### config.mk
export PLATFORM = sky130hd
export DESIGN_NAME = ascii_seq_gen
export DESIGN_NICKNAME = d
export VERILOG_FILES = /design/src/rtl/ascii_seq_gen_pkg.sv /design/src/rtl/ascii_seq_gen_slot_timer.sv /design/src/rtl/ascii_seq_gen.sv
export SDC_FILE = /design/constraint.sdc
export NUM_CORES = 1
export LEC_CHECK = 0
export CORE_ASPECT_RATIO = 0.8
export CORE_MARGIN = 5
export CORE_UTILIZATION = 44
export CTS_BUF_LIST = sky130_fd_sc_hd__clkbuf_8
export DETAILED_ROUTE_END_ITERATION = 10
export GPL_ROUTABILITY_DRIVEN = 1
export PLACE_DENSITY = 0.65
export SLEW_MARGIN = 20
export SYNTH_ARGS = -nofsm -noshare
export SYNTH_HDL_FRONTEND = slang
export SYNTH_HIERARCHICAL = 1
export SYNTH_SLANG_ARGS = --single-unit
### constraint.sdc
create_clock -name clk -period 5.6 [get_ports clk]
set_input_delay 0.56 -clock clk [delete_from_list [all_inputs] [get_ports clk]]
set_output_delay 0.56 -clock clk [all_outputs]
set_load 0.02 [all_outputs]
### src/rtl/ascii_seq_gen_pkg.sv
// Shared types and message ROM for the framed ASCII sequence generator.
// Holds the state enum, ROM contents and small lookup helpers.
package seq_gen_pkg;

    typedef enum logic [2:0] {
        ST_IDLE,
        ST_LEAD,
        ST_BODY,
        ST_TRAIL,
        ST_DONE
    } state_e;

    localparam int NUM_MSG = 3;
    localparam int MSG_MAX = 16;

    localparam logic [4:0] MSG_LEN [NUM_MSG] = '{5'd7, 5'd4, 5'd6};

    localparam logic [7:0] MSG_ROM [NUM_MSG][MSG_MAX] = '{
        '{8'h20, 8'h61, 8'h65, 8'h69, 8'h21, 8'h31, 8'h32, 8'h00,
          8'h00, 8'h00, 8'h00, 8'h00, 8'h00, 8'h00, 8'h00, 8'h00},
        '{8'h4F, 8'h55, 8'h2C, 8'h35, 8'h00, 8'h00, 8'h00, 8'h00,
          8'h00, 8'h00, 8'h00, 8'h00, 8'h00, 8'h00, 8'h00, 8'h00},
        '{8'h61, 8'h65, 8'h69, 8'h58, 8'h31, 8'h32, 8'h00, 8'h00,
          8'h00, 8'h00, 8'h00, 8'h00, 8'h00, 8'h00, 8'h00, 8'h00}
    };

    // Out-of-range selections behave as an empty message.
    function automatic logic [4:0] msg_len(input logic [1:0] sel);
        if (int'(sel) < NUM_MSG) begin
            return MSG_LEN[sel];
        end
        return 5'd0;
    endfunction

    function automatic logic [7:0] msg_byte(input logic [1:0] sel, input logic [3:0] idx);
        if (int'(sel) < NUM_MSG) begin
            return MSG_ROM[sel][idx];
        end
        return 8'h00;
    endfunction

    function automatic logic [1:0] next_msg(input logic [1:0] sel);
        return 2'((int'(sel) + 1) % NUM_MSG);
    endfunction

endpackage

### src/rtl/ascii_seq_gen_slot_timer.sv
// Character slot timer: counts 0..TR-1 while enabled, held at 0 otherwise.
// tick marks the last cycle of a slot.
module slot_timer #(
    parameter int TR = 10
) (
    input  logic clk_i,
    input  logic rst_i,
    input  logic en_i,
    output logic tick_o
);

    localparam int CW = (TR > 1) ? $clog2(TR) : 1;
    localparam logic [CW-1:0] LAST = CW'(TR - 1);

    logic [CW-1:0] cnt_q;
    logic [CW-1:0] cnt_d;

    always_comb begin
        cnt_d = '0;
        if (en_i && (cnt_q != LAST)) begin
            cnt_d = cnt_q + 1'b1;
        end
    end

    always_ff @(posedge clk_i) begin
        if (!rst_i) begin
            cnt_q <= '0;
        end else begin
            cnt_q <= cnt_d;
        end
    end

    assign tick_o = (cnt_q == LAST);

endmodule

### src/rtl/ascii_seq_gen.sv
// Framed ASCII sequence generator: plays a ROM message between 0x00 frame bytes.
// IDLE -> LEAD -> BODY -> TRAIL -> DONE; ASCII_SEQ_GEN_LOOP_EN adds a `loop` input to chain messages.
module ascii_seq_gen
    import seq_gen_pkg::*;
#(
    parameter int UART_RX_BAUD = 20,
    parameter int freq         = 200,
    parameter int TR           = freq / UART_RX_BAUD
) (
    input  logic       clk,
    input  logic       rst,
    input  logic       start,
    input  logic [1:0] msg_sel,
`ifdef ASCII_SEQ_GEN_LOOP_EN
    input  logic       loop,
`endif
    output logic [7:0] ascii_char,
    output logic       char_valid,
    output logic       busy,
    output logic       done
);

    generate
        if (TR < 2) begin : g_tr_check
            $error("ascii_seq_gen: TR must be at least 2");
        end
    endgenerate

    state_e     state_q, state_d;
    logic [1:0] sel_q, sel_d;
    logic [3:0] idx_q, idx_d;
    logic       loop_done_q, loop_done_d;
    logic       tick;
    logic       timer_en;
    logic [4:0] cur_len;

    assign cur_len  = msg_len(sel_q);
    assign timer_en = (state_q == ST_LEAD) || (state_q == ST_BODY) || (state_q == ST_TRAIL);

    slot_timer #(
        .TR (TR)
    ) u_slot_timer (
        .clk_i  (clk),
        .rst_i  (rst),
        .en_i   (timer_en),
        .tick_o (tick)
    );

    always_ff @(posedge clk) begin
        if (!rst) begin
            state_q     <= ST_IDLE;
            sel_q       <= 2'd0;
            idx_q       <= 4'd0;
            loop_done_q <= 1'b0;
        end else begin
            state_q     <= state_d;
            sel_q       <= sel_d;
            idx_q       <= idx_d;
            loop_done_q <= loop_done_d;
        end
    end

    always_comb begin
        state_d     = state_q;
        sel_d       = sel_q;
        idx_d       = idx_q;
        loop_done_d = 1'b0;
        case (state_q)
            ST_IDLE: begin
                if (start) begin
                    state_d = ST_LEAD;
                    sel_d   = msg_sel;
                end
            end
            ST_LEAD: begin
                if (tick) begin
                    idx_d   = 4'd0;
                    state_d = (cur_len == 5'd0) ? ST_TRAIL : ST_BODY;
                end
            end
            ST_BODY: begin
                if (tick) begin
                    // A 16-byte message wraps len-1 to 4'hF, which is still the last index.
                    if (idx_q == (cur_len[3:0] - 4'd1)) begin
                        state_d = ST_TRAIL;
                    end else begin
                        idx_d = idx_q + 4'd1;
                    end
                end
            end
            ST_TRAIL: begin
                if (tick) begin
                    state_d = ST_DONE;
`ifdef ASCII_SEQ_GEN_LOOP_EN
                    if (loop) begin
                        state_d     = ST_LEAD;
                        sel_d       = next_msg(sel_q);
                        loop_done_d = 1'b1;
                    end
`endif
                end
            end
            ST_DONE: begin
                state_d = ST_IDLE;
            end
            default: begin
                state_d = ST_IDLE;
            end
        endcase
    end

    always_comb begin
        ascii_char = 8'h00;
        char_valid = 1'b0;
        busy       = 1'b0;
        done       = loop_done_q;
        case (state_q)
            ST_LEAD, ST_TRAIL: begin
                busy       = 1'b1;
                char_valid = tick;
            end
            ST_BODY: begin
                busy       = 1'b1;
                char_valid = tick;
                ascii_char = msg_byte(sel_q, idx_q);
            end
            ST_DONE: begin
                done = 1'b1;
            end
            default: begin
                busy = 1'b0;
            end
        endcase
    end

endmodule
==> results.yml <==
status:
  status: "finished, final reports clean"
timing:
  rsz0062_at_grt: "no"
  relSlewSlack_pct: 48.34
  holdWs_ps: 486.6
  fin_setup_tns_ps: 0
  setup_viol: 0
  max_freq_mhz: 333.6
  finalCritPeriodShare_pct: 53.53
  final_hold_viol_count: 0
  fin_crit_ps: 2998
  setup_ws_ps: 2602
  worst_pin_slew_ps: 773.9
  drv_slew: 0
  finalClockSkew_ps: 2.255
critical_path:
  worstPathCellList: "ha_1 -> or4_1 -> a2111oi_2 -> clkdlybuf4s50_1"
  required_ps: 5040
  end_kind: "primary output"
  slowest_stage: "clkdlybuf4s50_1"
  path_max_fanout: 7
  start_kind: "register"
  critPathKind: "register to primary output"
  rr_startpoint: "u_slot_timer/cnt_q[0]"
  crit_start: "sel_q[1]"
  slowest_delay_ps: 660
  r2r_slack_ps: 3620
  timing.rr.end: "idx_q[3]"
  worstRegToRegCells: 7
  arrival_ps: 2440
  crit_path_end: "ascii_char[2]"
final_layout:
  fin_util_pct: 52.24
  fin_area_um2: 1255
  stdcell_count: 163
  mostFrequentLayoutCells: "18 x nor2_1, 14 x clkdlybuf4s50_1, 13 x dfxtp_1, 11 x ha_1, 7 x inv_1"
  fillers: 230
  final_common_cell: "nor2_1"
  num-nets-final: 153
  drive_gt1_share_pct: 11.03
  diodes: 0
  syn2layout_area_growth_pct: 16.49
die:
  die_area_um2: 3544
  dieWidth_um: 65.32
  io_pins: 16
  core_area_um2: 2402
  rows: 16
  die_h_um: 54.26
  initial_core_util_pct: 44.84
place:
  dpl_worst_slack_ps: 2886
  io_buffers: 14
  dp_hpwl_um: 1631
  placed_cells: 159
  placed_area_um2: 1210
  gp_congestion: 0.7664
clock_tree:
  hold_buffers: 0
  cts_root_buffer: "clkbuf_8"
  clk_pin_slew_ps: 60
  cts_inserted_buffers: 3
  cts_sinks: 13
  clockBufferDepth: 2
  cts_resized: 0
  post_cts_buffers: 0
  cts_htree_levels: 1
  cts_tree: "yes"
  insertion_delay_ps: 250
logic_synthesis:
  async_reset_ff_share_pct: 0
  muxShareOfSynthArea_pct: 3.833
  yosys_most_used_dff: "dfxtp_1"
  syn_nets: 142
  synth_cells: 126
  synth_area_um2: 1077
  yosys.cell_types.count: 47
  synth-simple-area-share_pct: 25.90
  synth-edff-count: 0
  ys_seq_area_share_pct: 24.16
  synthXorXnorAreaFrac_pct: 7.085
  synth_top_family_by_area: "simple AND/OR/NAND/NOR gates"
  synthAdderAreaFrac_pct: 12.78
  ys_seq_elements: 13
  yosysWarningCount: 6
  avgSynthCellArea_um2: 8.550
  synth-compound-area-share_pct: 19.98
pwr:
  p_sw_share_pct: 26.88
  power_frac_seq_pct: 45.0
  p_comb_share_pct: 16.1
  power_switching_mw: 0.05863
  peakVddDrop_mv: 0.1389
  p_int_mw: 0.1595
  p_leak_nw: 0.4637
  p_total_mw: 0.2181
  clockPowerShare_pct: 38.9
  powerDensity_nw_per_um2: 173.8
grt:
  grt_pass1_vias: 844
  grt_start_max_net_pins: 20
  antenna_found_initial: 0
  grt_use_total_pct: 14.37
  grt_pass1_wl_um: 3808
  grt-ovfl-total: 0
routing:
  first_pass_iters: 4
  wl_per_cell_um: 13.61
  drcViolationCount: 0
  ant_nets: 0
  vias: 903
  avgViaCountPerCell: 5.540
  drt_iter0_drc: 28
  routed_wl_um: 2219
worst_hold_path:
  hold_path_class: "register to register"
job:
  maxCapViolCount: 0
## synthesized netlist by cell type, types with 2 or more instances
master	n	area, um2
buf_2	3	15.01
a31oi_1	2	12.51
o22ai_1	2	12.51
nor2_1	18	67.56
nand2b_1	2	12.51
o21ai_0	5	25.02
buf_4	2	15.01
a211oi_1	3	22.52
ha_1	11	137.6
nor2b_1	6	37.54
buf_1	2	7.510
xnor2_2	2	32.53
o22a_1	2	17.52
dfxtp_1	13	260.3
nor3_1	2	10.01
mux2i_1	3	30.03
xnor2_1	2	17.52
inv_1	6	22.52
xor2_1	3	26.28
a21oi_1	4	20.02
nand3_1	3	15.01
nand2_1	5	18.77
## critical path: cells and delay by family, from the launching register on
family          cells  cell delay [ps]
compound gates      1              270
buf+inv             1              660
flops               1              360
simple gates        1              650
fa+ha+maj           1              240
## sequential cells by signal (all words and copies together), names as in the netlist
signal,count
sel_q,2
idx_q,4
state_q,3
u_slot_timer/cnt_q,4
## worst min path at each step
stage	slack [ps]	cells past startpoint	endpoint	startpoint
2_1_floorplan	440	1	u_slot_timer/cnt_q[0]	u_slot_timer/cnt_q[0]
3_3_place_gp	460	1	u_slot_timer/cnt_q[0]	u_slot_timer/cnt_q[0]
3_5_place_dp	470	1	u_slot_timer/cnt_q[0]	u_slot_timer/cnt_q[0]
4_1_cts	490	1	u_slot_timer/cnt_q[0]	u_slot_timer/cnt_q[0]
5_1_grt	540	1	u_slot_timer/cnt_q[0]	u_slot_timer/cnt_q[0]
6_report	490	1	u_slot_timer/cnt_q[0]	u_slot_timer/cnt_q[0]
## area by class of cell
| class | instances | area (um2) | area share (%) |
|---|---|---|---|
| inverters | 6 | 22.52 | 1.795 |
| clock inverters | 1 | 3.754 | 0.2991 |
| flip-flops and latches | 13 | 260.3 | 20.74 |
| multi-input cells | 99 | 753.2 | 60.02 |
| clock buffers | 3 | 41.29 | 3.290 |
| repair buffers | 14 | 140.1 | 11.17 |
| well taps | 27 | 33.78 | 2.692 |
## kinds of logic after synthesis
kind of cell	count (synthesis)
xor+xnor	7
flops	13
other cells	1
buf+inv	14
simple gates	49
mux	4
compound gates	27
fa+ha+maj	11
## layer usage
layer | global-route usage, % | up-vias | routed length, um
met5 | 0 | - | 0
met4 | 7.586 | 0 | 46
met3 | 4.517 | 8 | 95
met2 | 22.02 | 17 | 950
met1 | 18.28 | 412 | 1126
li1 | - | 466 | -
## power by group through the flow
stage	clock network (mW)	registers, mW	logic [mW]
after detailed placement	0	0.100	0.0349
after CTS	0.0879	0.0981	0.0351
after floorplan	0	0.0984	0.0278
after global placement	0	0.0999	0.0345
final	0.0848	0.0981	0.0352
after global routing	0.0932	0.0984	0.0393
Power figures use the tool's default switching activity.
